### config.mk
export PLATFORM = sky130hd
export DESIGN_NAME = layer1_fm_writer_flat
export DESIGN_NICKNAME = d
export VERILOG_FILES = /design/src/rtl/layer1_fm_writer_if.sv /design/src/rtl/layer1_fm_writer.sv /design/src/flat_wrapper.sv
export SDC_FILE = /design/constraint.sdc
export NUM_CORES = 1
export LEC_CHECK = 0
export CORE_AREA = 3 3 203 205
export DETAILED_ROUTE_END_ITERATION = 6
export DIE_AREA = 0 0 206 208
export GPL_TIMING_DRIVEN = 0
export SYNTH_ARGS = -nofsm -noshare
export SYNTH_HDL_FRONTEND = slang
export SYNTH_SLANG_ARGS = --single-unit
export TNS_END_PERCENT = 10
### constraint.sdc
create_clock -name clk -period 2.4 [get_ports clk]
set_clock_uncertainty 0.05 [all_clocks]
set_input_delay 0.36 -clock clk [delete_from_list [all_inputs] [get_ports clk]]
set_output_delay 0.36 -clock clk [all_outputs]
set_load 0.02 [all_outputs]
### src/rtl/layer1_fm_writer_if.sv
// layer1_fm_writer_if: pooled-beat input plus framed write and readout handshake of the layer-1 feature-map store.
interface layer1_fm_writer_if;
    logic         pool_valid;
    logic         pool_ready;
    logic [255:0] pool_data;
    logic         fm_wea;
    logic         pre_vsync;
    logic         pre_href;
    logic [255:0] pre_data;
    logic         save_fm_acmp;
    logic         start_output;
    logic         end_output;
    modport master (
        input  pool_valid, pool_data, save_fm_acmp, end_output,
        output pool_ready, fm_wea, pre_vsync, pre_href, pre_data, start_output
    );
    modport slave (
        output pool_valid, pool_data, save_fm_acmp, end_output,
        input  pool_ready, fm_wea, pre_vsync, pre_href, pre_data, start_output
    );
endinterface

### src/rtl/layer1_fm_writer.sv
// layer1_fm_writer: turns pooled pixel beats into the feature-map store's framed write stream and sequences save/readout.
// Defining LAYER1_FMW_TIMEOUT_EN adds a watchdog on the save-ack and readout waits.
module layer1_fm_writer #(
    parameter int FM_WIDTH  = 4,
    parameter int FM_HEIGHT = 4,
    parameter int VS_CYC    = 2,
    parameter int HGAP      = 1,
    parameter int TO_CYC    = 1024
) (
    input  logic clk,
    input  logic rst_n,
    input  logic frame_start,
    output logic busy,
    output logic frame_err,
    layer1_fm_writer_if.master bus
);
    localparam int SMAX = VS_CYC > HGAP ? VS_CYC : HGAP;
    localparam int CMAX = SMAX > TO_CYC ? SMAX : TO_CYC;
    localparam int CW   = $clog2(CMAX) + 1;
    localparam int XW   = $clog2(FM_WIDTH) + 1;
    localparam int YW   = $clog2(FM_HEIGHT) + 1;
    typedef enum logic [2:0] {IDLE, VS, STREAM, GAP, WAIT_ACK, START, OUT} state_t;
    state_t        state, state_nx;
    logic [CW-1:0] cnt;
    logic [XW-1:0] col;
    logic [YW-1:0] row;
    logic          href_q;
    logic [255:0]  data_q;
    logic          xfer, row_end, last, accept, early_ack, to_hit;
    assign xfer      = state == STREAM && bus.pool_valid;
    assign row_end   = col == XW'(FM_WIDTH - 1);
    assign last      = row_end && row == YW'(FM_HEIGHT - 1);
    assign accept    = state == IDLE && frame_start;
    assign early_ack = bus.save_fm_acmp && (state == VS || state == STREAM || state == GAP);
`ifdef LAYER1_FMW_TIMEOUT_EN
    // OUT keeps counting from its START cycle, so the limit covers the whole readout wait
    assign to_hit = (state == WAIT_ACK || state == OUT) && cnt >= CW'(TO_CYC - 1);
`else
    assign to_hit = 1'b0;
`endif
    always_comb begin
        state_nx         = state;
        bus.pool_ready   = state == STREAM;
        bus.fm_wea       = state == VS || state == STREAM || state == GAP || href_q;
        bus.pre_vsync    = state == VS;
        bus.pre_href     = href_q;
        bus.pre_data     = data_q;
        bus.start_output = state == START;
        busy             = state != IDLE;
        case (state)
            IDLE:     state_nx = frame_start ? VS : IDLE;
            VS:       state_nx = cnt == CW'(VS_CYC - 1) ? STREAM : VS;
            STREAM:   state_nx = !(xfer && row_end) ? STREAM : last ? WAIT_ACK : GAP;
            GAP:      state_nx = cnt == CW'(HGAP - 1) ? STREAM : GAP;
            WAIT_ACK: state_nx = bus.save_fm_acmp ? START : to_hit ? IDLE : WAIT_ACK;
            START:    state_nx = OUT;
            OUT:      state_nx = bus.end_output || to_hit ? IDLE : OUT;
            default:  state_nx = IDLE;
        endcase
    end
    always_ff @(posedge clk) begin
        if (!rst_n) begin
            state     <= IDLE;
            cnt       <= '0;
            col       <= '0;
            row       <= '0;
            href_q    <= 1'b0;
            data_q    <= '0;
            frame_err <= 1'b0;
        end else begin
            state     <= state_nx;
            cnt       <= (state_nx != state && state != START) ? '0 : cnt + 1'b1;
            href_q    <= xfer;
            data_q    <= xfer ? bus.pool_data : data_q;
            col       <= accept ? '0 : xfer ? (row_end ? '0 : col + 1'b1) : col;
            row       <= accept ? '0 : (xfer && row_end) ? row + 1'b1 : row;
            frame_err <= accept ? 1'b0 : frame_err | early_ack | to_hit;
        end
    end
endmodule
### src/flat_wrapper.sv
// flat-port wrapper written by rule: the top's interface ports become plain ports
module layer1_fm_writer_flat 
#(
    parameter int FM_WIDTH  = 4,
    parameter int FM_HEIGHT = 4,
    parameter int VS_CYC    = 2,
    parameter int HGAP      = 1,
    parameter int TO_CYC    = 1024
)
  (clk, rst_n, frame_start, busy, frame_err, bus_pool_valid, bus_pool_data, bus_save_fm_acmp, bus_end_output, bus_pool_ready, bus_fm_wea, bus_pre_vsync, bus_pre_href, bus_pre_data, bus_start_output);
  layer1_fm_writer_if bus_i ();
  input  logic clk;
  input  logic rst_n;
  input  logic frame_start;
  output logic busy;
  output logic frame_err;
  input wire logic [$bits(bus_i.pool_valid)-1:0] bus_pool_valid;
  input wire logic [$bits(bus_i.pool_data)-1:0] bus_pool_data;
  input wire logic [$bits(bus_i.save_fm_acmp)-1:0] bus_save_fm_acmp;
  input wire logic [$bits(bus_i.end_output)-1:0] bus_end_output;
  output wire logic [$bits(bus_i.pool_ready)-1:0] bus_pool_ready;
  output wire logic [$bits(bus_i.fm_wea)-1:0] bus_fm_wea;
  output wire logic [$bits(bus_i.pre_vsync)-1:0] bus_pre_vsync;
  output wire logic [$bits(bus_i.pre_href)-1:0] bus_pre_href;
  output wire logic [$bits(bus_i.pre_data)-1:0] bus_pre_data;
  output wire logic [$bits(bus_i.start_output)-1:0] bus_start_output;
  assign bus_i.pool_valid = bus_pool_valid;
  assign bus_i.pool_data = bus_pool_data;
  assign bus_i.save_fm_acmp = bus_save_fm_acmp;
  assign bus_i.end_output = bus_end_output;
  assign bus_pool_ready = bus_i.pool_ready;
  assign bus_fm_wea = bus_i.fm_wea;
  assign bus_pre_vsync = bus_i.pre_vsync;
  assign bus_pre_href = bus_i.pre_href;
  assign bus_pre_data = bus_i.pre_data;
  assign bus_start_output = bus_i.start_output;
  layer1_fm_writer #(.FM_WIDTH(FM_WIDTH), .FM_HEIGHT(FM_HEIGHT), .VS_CYC(VS_CYC), .HGAP(HGAP), .TO_CYC(TO_CYC)) u_core (.clk(clk), .rst_n(rst_n), .frame_start(frame_start), .busy(busy), .frame_err(frame_err), .bus(bus_i));
endmodule
-- Word level (Yosys, flattened, before mapping)
Index checks and enable logic that the tools add are counted.
- flip-flop bits (word level): 278
- output and inout bits: 263
- bits of input ports: 262
- $add $sub $neg: 3
- bitwise logic cells: 2
- reduce and logical (&&, ||, !) cells: 14
- multiplexer cells: 9
- equal/unequal tests: 11
- operator list (kind ; count):
    3-bit one-hot mux with 7 select lines ; 1
    3-bit by 2-bit equality test with 1-bit output (second input constant) ; 4
    3-bit 2-to-1 mux ; 4
    11-bit by 1-bit adder with 11-bit output (second input constant) ; 1
    11-bit by 1-bit equality test with 1-bit output (second input constant) ; 1
    11-bit zero test ; 1
    3-bit equality test (second input constant) ; 3
    3-bit by 1-bit adder with 3-bit output (second input constant) ; 2
    1-bit logical AND ; 6
    2-bit OR reduction ; 2
    3-bit by 1-bit equality test with 1-bit output (second input constant) ; 1
    3-bit zero test ; 1
    1-bit logical OR ; 3
    1-bit 2-to-1 mux ; 3
    3-bit != test ; 1
    3-bit != test (second input constant) ; 1
    3-bit nonzero test ; 1
    2-bit 2-to-1 mux ; 1
    1-bit NOT ; 1
    1-bit bitwise OR ; 1

-- Longest topological paths before layout
Gate-level depths: netlist of the first run.
- depth in word-level cells: 8
- gate-level depth with buffers: 9
- mapped depth without buffers: 6

-- Least setup slack after synthesis of the first run
Ideal clock, no wire load.
- path type: reg-to-reg
- from: register u_core.state[1]
- to: register u_core.data_q[0], in the netlist u_core.bus.pre_data[0]
- required time: 2.280 ns
- cell stages (with the launch flop): 10
- arrival time: 1.632 ns
- path slack: 0.648 ns
- path buffers: 4
- cell sequence: dfxtp_1 buf_4 or3b_4 inv_2 and2_1 buf_4 buf_6 buf_6 nand2_1 a21boi_1
- longest elaborated chain between the ends: 2
- ends and longest elaborated chain (item ; RTL line ; RTL):
    start, declared ; layer1_fm_writer.sv:23 ; state_t state, state_nx;
    start signal, assigned ; layer1_fm_writer.sv:71 ; state <= state_nx;
    3-bit by 2-bit equality test with 1-bit output ; -- ;
    via bus_pool_ready ; flat_wrapper.sv:21 ; output wire logic [$bits(bus_i.pool_ready)-1:0] bus_pool_ready;
    1-bit logical AND ; layer1_fm_writer.sv:30 ; assign xfer = state == STREAM && bus.pool_valid;
    end signal, assigned ; layer1_fm_writer.sv:74 ; data_q <= xfer ? bus.pool_data : data_q;
    end, declared ; layer1_fm_writer.sv:28 ; logic [255:0] data_q;
The timed path passes the listed nets, and every way through them passes these cells.
A chain may end at the register's enable or synchronous reset.

-- Final worst setup path of the first run
- from: register u_core.state[0]
- to: output port bus_fm_wea
- longest elaborated chain between the ends: 4
- elaborated cells on any way between the ends: 6
- classes of those cells: eq/ne: 3; reduce/logical: 3
- ends and longest elaborated chain (item ; RTL line ; RTL):
    3-bit by 1-bit equality test with 1-bit output or 3-bit by 2-bit equality test with 1-bit output (tied branches) ; layer1_fm_writer.sv:44 ; bus.fm_wea = state == VS || state == STREAM || state == GAP || href_q;
    1-bit logical OR ; layer1_fm_writer.sv:44 ;
    1-bit logical OR * (2 in series) ; layer1_fm_writer.sv:44 ;
    end, declared ; flat_wrapper.sv:22 ; output wire logic [$bits(bus_i.fm_wea)-1:0] bus_fm_wea;
Every way passes the cells marked *; elsewhere a longest branch is shown, timed or not.

==> results of run 1 <==
==> area by class of cell <==
class,count,area (um2)
clock inverter,16,145
buffer,92,557
fill,3884,21900
inverter,9,33.8
tap,525,657
sequential,278,5570
timing repair buffer,524,5240
clock buffer,46,1000
multi-input combinational,864,4590
antenna,3,7.51
==> path summary, 6_finish.rpt <==
check,slack (ns),end,start,cells past startpoint
worst max-delay path,0.12,bus_fm_wea,u_core.state[0],5
worst min-delay path,0.33,u_core.bus.pre_data[181],bus_pool_data[181],3
worst max register to register,0.25,u_core.bus.pre_data[42],u_core.state[1],8
worst min register to register,0.38,u_core.col[2],u_core.col[2],2
==> sequential cells by signal, indices dropped and copies added, names as in the netlist <==
register	cells
u_core.bus.pre_data	256
u_core.bus.pre_href	1
u_core.cnt	11
u_core.col	3
u_core.frame_err	1
u_core.row	3
u_core.state	3
==> synth_stat cells, drive strengths merged <==
master   count
o21ai        3
nand3b       2
nand2      522
a41oi        1
a211oi      13
nor4         2
xor2         4
and2         2
a2111oi      1
or3          2
nor2b        5
a21o         1
clkbuf      51
or2          2
dfxtp      278
or3b         1
buf         41
nand4        4
nand3        4
a21oi        3
nand2b       2
o211a        1
a21boi     257
nor2         6
mux2i        2
and4         1
inv          9
ha           6
a221oi       1
nor3         4
xnor2        7
nand4b       1
and3         3
o32ai        1
==> tightest hold or removal path, cell delays in order <==
cell	delay [ns]
clkdlybuf4s50_1	0.39
nand2_1	0.05
a21boi_1	0.05
==> repair_timing <==
action                     in CTS  in global routing
gates resized for setup        12                  3
hold buffers                    0                  0
setup endpoints to repair     103                  8
==> kinds of logic (layout without fill, tap and decap cells) <==
family / after synthesis / count (layout)
AO/OA/AOI/OAI: 282 / 282
XOR/XNOR: 11 / 11
adder cells (fa/ha/maj): 6 / 6
buffers and inverters: 101 / 687
flip-flops: 278 / 278
multiplexers: 2 / 2
other: 0 / 3
AND/OR/NAND/NOR: 563 / 563
==> through the flow <==
step / util (%) / hold slack [ns] / worst slack [ns] / cell area [um2]
floorplan: - / 0.354 / 0.648 / 10700
finish: 44.9 / 0.327 / 0.119 / 17800
detailed placement: 42.0 / 0.368 / -0.883 / 16600
CTS: 44.8 / 0.286 / -0.0723 / 17800
global route: 44.9 / 0.312 / 0.0129 / 17800
global placement: 42.0 / 0.367 / -0.825 / 16600
==> power by group <==
part / leakage [nW] / switching (mW) / internal (mW)
logic: 3.28 / 0.370 / 0.596
clock network: 0.563 / 2.06 / 3.16
registers: 2.24 / 0.0290 / 4.67
total: 6.09 / 2.46 / 8.42
==> per-layer routing <==
layer / global-route usage, % / up-vias / share of wire, %
li1: - / 5160 / -
met1: 20.0 / 4794 / 39
met2: 32.9 / 341 / 50
met3: 6.67 / 50 / 9.6
met4: 5.90 / 2 / 2.2
met5: 0 / - / 0.041
==> flow_summary.json, run 1 <==
{
  "status": "completed",
  "synth_seq_area_share_pct": 51.9,
  "worst-endpoint-required_ns": 1.99,
  "placed_cells": 2292,
  "num_vias": 10300,
  "grt_pass1_vias": 10400,
  "cts_root_buf": "clkbuf_16",
  "vias_per_cell": 4.39,
  "fmax_ghz": 0.438,
  "gp_congestion": 0.813,
  "layout.cells.non_filler": 2357,
  "grt_pass1_wl_um": 61300,
  "synth.distinct_cells": 41,
  "rsz0062_at_grt": "false",
  "synth_fa_ha_area_share_pct": 0.700,
  "critPathMaxFanout": 10,
  "cts_buffers": 35,
  "drc": 0,
  "io_pins": 525,
  "design.die.area_um2": 42800,
  "htree_levels": 2,
  "drive_gt1_share_pct": 6.67,
  "synth_compound_area_share_pct": 20.3,
  "fin_tns_setup_ns": 0,
  "syn_to_final_growth_pct": 65.8,
  "tritoncts": "built",
  "cts_num_sinks": 278,
  "synth_top_area_share_pct": 51.9,
  "fin_nets": 2072,
  "synthSimpleGateAreaFrac_pct": 20.6,
  "antenna_found_initial": 4,
  "synth_area_per_cell_um2": 8.63,
  "fin_crit_sh_pct": 95.1,
  "layout_commonest_cell": "nand2_1",
  "maxCapViolCount": 0,
  "hold_violations": 0,
  "synth_top_family_by_area": "simple AND/OR/NAND/NOR gates",
  "path_cells": "buf_2 -> or2_2 -> nor2b_1 -> or2_2 -> buf_2",
  "start_kind": "flop",
  "drtPass1Iterations": 4,
  "fp.coreArea_um2": 39600,
  "ant_nets": 0,
  "ys_top_cells_by_area": "dfxtp_1 (52%), nand2_1 (18%), a21boi_1 (15%), a21boi_0 (3.3%), buf_6 (2.4%)",
  "worst_pin_slew_ns": 0.692,
  "ys_warn_count": 0,
  "cts_setup_buffers": 0,
  "crit_family": "simple AND/OR/NAND/NOR gates",
  "ys_seq_elements": 278,
  "avgRoutedWirePerCell_um": 17.4,
  "synth_nets": 1511,
  "track_usage_pct": 18.4,
  "finalPower_mw": 10.9,
  "clockBufferDepth": 3,
  "synth_area_um2": 10700,
  "critPathSlowestCell": "or2_2",
  "drtIter0Drc": 457,
  "grt_max_degree": 14,
  "min_path_type": "input pin to flop",
  "port_buffers": 524,
  "layout_common_cells": "nand2_1 (522), clkdlybuf4s50_1 (519), dfxtp_1 (278)",
  "end_kind": "output pin",
  "irDropWorstVdd_uv": 573,
  "drv_slew": 0,
  "clkTransAtPathRegs_ns": 0.06,
  "wirelength_um": 41000,
  "power.density_nw_per_um2": 612,
  "crit_arrival_ns": 1.87,
  "min_period_ns": 2.28,
  "synthMuxAreaShare_pct": 0.187,
  "synth_xor_area_share_pct": 0.898,
  "die_w_um": 206,
  "fp.dieH_um": 208,
  "initial_core_util_pct": 27.1,
  "hpwl_um": 31800,
  "slew_headroom_pct": 53.9,
  "clk_latency_ns": 0.51,
  "synth_cells": 1243,
  "slowest_delay_ns": 0.33,
  "rows": 73,
  "critPathKind": "flop to output pin",
  "grt-ovfl-total": 0,
  "critPathBufInv": 2,
  "setup_violations": 0,
  "yosysTopAreaCell": "dfxtp_1",
  "total_leakage_power_nw": 6.09
}
Power figures use the tool's default switching activity.
==> run 2: changes to the inputs <==
--- a/config.mk
+++ b/config.mk
@@ -5,6 +5,7 @@
 export SDC_FILE = /design/constraint.sdc
 export NUM_CORES = 1
 export LEC_CHECK = 0
+export CAP_MARGIN = 30
 export CORE_AREA = 3 3 203 205
 export DETAILED_ROUTE_END_ITERATION = 6
 export DIE_AREA = 0 0 206 208
==> flow_summary.json, run 2 (synthesis gave the netlist of run 1 again) <==
{
  "hpwl_um": 31900,
  "start_kind": "flop",
  "track_usage_pct": 18.3,
  "syn_to_final_growth_pct": 65.2,
  "htree_levels": 2,
  "drtIter0Drc": 436,
  "hold_violations": 0,
  "total_leakage_power_nw": 6.04,
  "avgRoutedWirePerCell_um": 17.3,
  "cts_num_sinks": 278,
  "io_pins": 525,
  "wirelength_um": 40800,
  "num_vias": 10300,
  "fp.dieH_um": 208,
  "critPathSlowestCell": "or2_2",
  "cts_setup_buffers": 0,
  "startpoint": "u_core.state[0]",
  "clockBufferDepth": 3,
  "port_buffers": 524,
  "antenna_found_initial": 2,
  "power.density_nw_per_um2": 599,
  "r2r-start": "u_core.state[1]",
  "fmax_ghz": 0.437,
  "layout_common_cells": "nand2_1 (522), clkdlybuf4s50_1 (519), dfxtp_1 (278)",
  "grt-ovfl-total": 0,
  "placed_cells": 2293,
  "vias_per_cell": 4.40,
  "layout_commonest_cell": "nand2_1",
  "fillCellCount": 3915,
  "setup_violations": 0,
  "slowest_delay_ns": 0.33,
  "layout.cells.non_filler": 2352,
  "slew_headroom_pct": 52.5,
  "rows": 73,
  "critPathKind": "flop to output pin",
  "critPathMaxFanout": 10,
  "clkTransAtPathRegs_ns": 0.06,
  "rsz0062_at_grt": "false",
  "critPathBufInv": 2,
  "drv_slew": 0,
  "worst-endpoint-required_ns": 1.99,
  "fp.coreArea_um2": 39600,
  "drive_gt1_share_pct": 6.13,
  "largest_register_ffs": 256,
  "grt_pass1_wl_um": 60800,
  "min_period_ns": 2.29,
  "worstHoldStart": "bus_pool_data[122]",
  "cts_root_buf": "clkbuf_16",
  "worst_pin_slew_ns": 0.712,
  "initial_core_util_pct": 27.1,
  "clk_latency_ns": 0.53,
  "fin_crit_sh_pct": 95.3,
  "fin_nets": 2072,
  "end_kind": "output pin",
  "status": "completed",
  "grt_max_degree": 13,
  "crit_arrival_ns": 1.88,
  "whs_ns": 0.327,
  "die_w_um": 206,
  "drtPass1Iterations": 7,
  "tritoncts": "built",
  "cts_buffers": 34,
  "maxCapViolCount": 0,
  "crit_family": "simple AND/OR/NAND/NOR gates",
  "design.die.area_um2": 42800,
  "grt_pass1_vias": 10300,
  "irDropWorstVdd_uv": 447,
  "drc": 0,
  "gp_congestion": 0.813,
  "r2r_slack_ns": 0.26,
  "ant_nets": 0,
  "min_path_type": "input pin to flop",
  "path_cells": "buf_2 -> or2_2 -> nor2b_1 -> or2_2 -> buf_2"
}
-- run 2: layout make-up --
cell class | instances | area [um2] | share of cell area [%]
sequential | 278 | 5570 | 31.4
timing repair buffer | 525 | 5250 | 29.6
multi-input combinational | 864 | 4590 | 25.9
clock buffer | 54 | 1050 | 5.92
tap | 525 | 657 | 3.71
buffer | 92 | 556 | 3.13
inverter | 9 | 33.8 | 0.191
clock inverter | 4 | 26.3 | 0.148
antenna | 1 | 2.50 | 0.0141
-- run 2: per-stage QoR --
stage / worst slack [ns] / utilization, % / total power [mW] / setup TNS (ns) / area, um2
floorplan: 0.648 / - / 5.13 / 0 / 10700
global placement: -0.825 / 42.0 / 5.77 / -98.33 / 16600
detailed placement: -0.477 / 42.0 / 5.78 / -78.68 / 16600
CTS: 0.0541 / 44.7 / 10.8 / 0 / 17700
global route: 0.00125 / 44.7 / 11.1 / 0 / 17700
finish: 0.112 / 44.7 / 10.6 / 0 / 17700
-- run 2: power by group --
part / internal [mW] / switching (mW) / leakage [nW]
sequential: 4.67 / 0.0291 / 2.24
combinational: 0.598 / 0.370 / 3.27
clock: 2.99 / 1.97 / 0.525
total: 8.26 / 2.37 / 6.04
-- run 2: worst min-delay path, cell delays in order --
cell             delay (ns)
clkdlybuf4s50_1        0.40
nand2_1                0.06
a21boi_1               0.05
-- run 2: final timing paths --
path,to,depth (start not counted)
setup reg to reg,u_core.bus.pre_data[44],8
hold reg to reg,u_core.col[2],2
hold / removal,u_core.bus.pre_data[122],3
setup / recovery,bus_fm_wea,5
-- run 2: routing by layer --
| layer | track usage (%) | up-vias | routed length (um) | part of all wire (%) |
|---|---|---|---|---|
| met5 | 0 | - | 20 | 0.049 |
| met3 | 7.14 | 65 | 4080 | 10 |
| met2 | 32.6 | 360 | 20100 | 49 |
| met1 | 19.8 | 4768 | 15400 | 38 |
| met4 | 5.74 | 2 | 1150 | 2.8 |
| li1 | - | 5149 | - | - |
-- run 2: repair_timing --
| item | CTS | global route |
|---|---|---|
| gates resized for setup | 11 | 3 |
| hold buffers | 0 | 0 |
| cloned | 0 | 0 |
| setup endpoints to repair | 8 | 10 |
==> run 3: changes to the inputs <==
--- a/config.mk
+++ b/config.mk
@@ -10,6 +10,7 @@
 export DETAILED_ROUTE_END_ITERATION = 6
 export DIE_AREA = 0 0 206 208
 export GPL_TIMING_DRIVEN = 0
+export SKIP_LAST_GASP = 1
 export SYNTH_ARGS = -nofsm -noshare
 export SYNTH_HDL_FRONTEND = slang
 export SYNTH_SLANG_ARGS = --single-unit
==> flow_summary.json, run 3 (synthesis gave the netlist of run 1 again) <==
{
  "status": "finished with violations",
  "violations": "negative setup slack",
  "tritoncts": "built",
  "p_switching_mw": 2.37,
  "setup_violations": 2,
  "hpwl_um": 31900,
  "r2r-start": "u_core.state[1]",
  "use_met3_pct": 7.14,
  "syn_to_final_growth_pct": 65.3,
  "power.share.clock_pct": 46.7,
  "initial_core_util_pct": 27.1,
  "clkTransAtPathRegs_ns": 0.06,
  "grt-ovfl-total": 0,
  "use_met1_pct": 19.8,
  "utilization_pct": 44.7,
  "r2r_slack_ns": 0.23,
  "grt_max_degree": 13,
  "critPathMaxFanout": 10,
  "gp_congestion": 0.813,
  "fp.coreArea_um2": 39600,
  "intPower_mw": 8.26,
  "port_buffers": 524,
  "worst_pin_slew_ns": 0.712,
  "hold_violations": 0,
  "rows": 73,
  "avgRoutedWirePerCell_um": 17.3,
  "worstHoldStart": "bus_pool_data[122]",
  "drtPass1Iterations": 6,
  "crit_arrival_ns": 2.08,
  "power.density_nw_per_um2": 600,
  "num_vias": 10300,
  "cts_buffers": 34,
  "irDropWorstVdd_uv": 448,
  "antenna_found_initial": 2,
  "htree_levels": 2,
  "use_met2_pct": 32.6,
  "grt_pass1_wl_um": 60800,
  "fin_nets": 2072,
  "critPathSlowestCell": "clkdlybuf4s50_1",
  "drv_slew": 0,
  "maxCapViolCount": 0,
  "vias_per_cell": 4.40,
  "r2r-end": "u_core.bus.pre_data[64]",
  "start_kind": "flop",
  "io_pins": 525,
  "ant_nets": 0,
  "worst-endpoint-required_ns": 1.99,
  "end_kind": "output pin",
  "wirelength_um": 40800,
  "fin_tns_setup_ns": -0.142,
  "total_leakage_power_nw": 6.06,
  "clockBufferDepth": 3,
  "die_w_um": 206,
  "fin_crit_sh_pct": 104,
  "track_usage_pct": 18.3,
  "hold-path-endpoint": "u_core.bus.pre_data[122]",
  "min_path_type": "input pin to flop",
  "swShare_pct": 22.3,
  "layout_commonest_cell": "nand2_1",
  "setup_ws_ns": -0.0880,
  "p_comb_share_pct": 9.1,
  "min_period_ns": 2.49,
  "fillCellCount": 3911,
  "cts_num_sinks": 278,
  "grt_pass1_vias": 10300,
  "p_seq_share_pct": 44.2,
  "drive_gt1_share_pct": 5.97,
  "min_path_cells": 3,
  "drtIter0Drc": 405,
  "worst_r2r_path_depth": 8,
  "clk_latency_ns": 0.53,
  "rsz0062_at_grt": "true",
  "largest_register_ffs": 256,
  "fp.dieH_um": 208,
  "globalRoute.busiestLayer": "met2",
  "ctsHoldBuffers": 0,
  "design.die.area_um2": 42800,
  "cts_root_buf": "clkbuf_16",
  "startpoint": "u_core.state[0]",
  "path_cells": "buf_2 -> nor2b_1 -> and2_1 -> clkdlybuf4s50_1",
  "layout_common_cells": "nand2_1 (522), clkdlybuf4s50_1 (520), dfxtp_1 (278)",
  "drc": 0,
  "slew_headroom_pct": 52.5,
  "critPathKind": "flop to output pin",
  "slowest_delay_ns": 0.62,
  "fmax_ghz": 0.402
}
## run 3: critical path, delay by kind of cell (launching register included)
family,cells,cell delay [ns]
DFF,1,0.30
and+or+nand+nor,2,0.45
buffers and inverters,2,0.81
## run 3: power groups by stage
stage	clock network [mW]	registers [mW]	logic, mW
3_3_place_gp	0	4.79	0.978
6_report	4.97	4.70	0.969
4_1_cts	5.14	4.70	0.985
2_1_floorplan	0	4.85	0.282
3_5_place_dp	0	4.80	0.981
5_1_grt	5.31	4.70	1.04
## run 3: layer usage
layer  share of wire (%)  vias up
met5               0.049        -
met4                 2.8        2
met3                 9.8       65
met2                  49      354
met1                  38     4775
li1                    -     5151
## run 3: per-stage QoR
step / total power [mW] / area [um2] / std cells / setup WS (ns) / hold WS [ns]
6_report: 10.6 / 17700 / 2352 / -0.0880 / 0.327
5_1_grt: 11.1 / 17700 / 2352 / -0.216 / 0.299
4_1_cts: 10.8 / 17700 / 2351 / -0.175 / 0.284
3_5_place_dp: 5.78 / 16600 / 2293 / -0.477 / 0.368
3_3_place_gp: 5.77 / 16600 / 2292 / -0.825 / 0.367
2_1_floorplan: 5.13 / 10700 / 1243 / 0.648 / 0.354
## run 3: worst max path at each step
| stage | endpoint | slack (ns) |
|---|---|---|
| after floorplan | u_core.bus.pre_data[0] | 0.65 |
| after global placement | u_core.col[2] | -0.82 |
| after detailed placement | u_core.bus.pre_data[116] | -0.48 |
| after CTS | bus_pool_ready | -0.18 |
| after global routing | bus_start_output | -0.22 |
| final | bus_start_output | -0.09 |
## run 3: layout make-up
| cell class | instances | area, um2 | share of cell area (%) |
|---|---|---|---|
| antenna | 1 | 2.50 | 0.0141 |
| tap | 525 | 657 | 3.70 |
| multi-input combinational | 864 | 4580 | 25.8 |
| inverter | 9 | 33.8 | 0.190 |
| timing repair buffer | 525 | 5260 | 29.7 |
| clock inverter | 4 | 26.3 | 0.148 |
| sequential | 278 | 5570 | 31.4 |
| clock buffer | 54 | 1050 | 5.92 |
| buffer | 92 | 554 | 3.13 |
## run 3: what timing repair did
action,CTS,global route
gates resized for setup,3,6
endpoints found under the setup margin,8,79
hold endpoints to repair,0,0
setup buffers,0,0
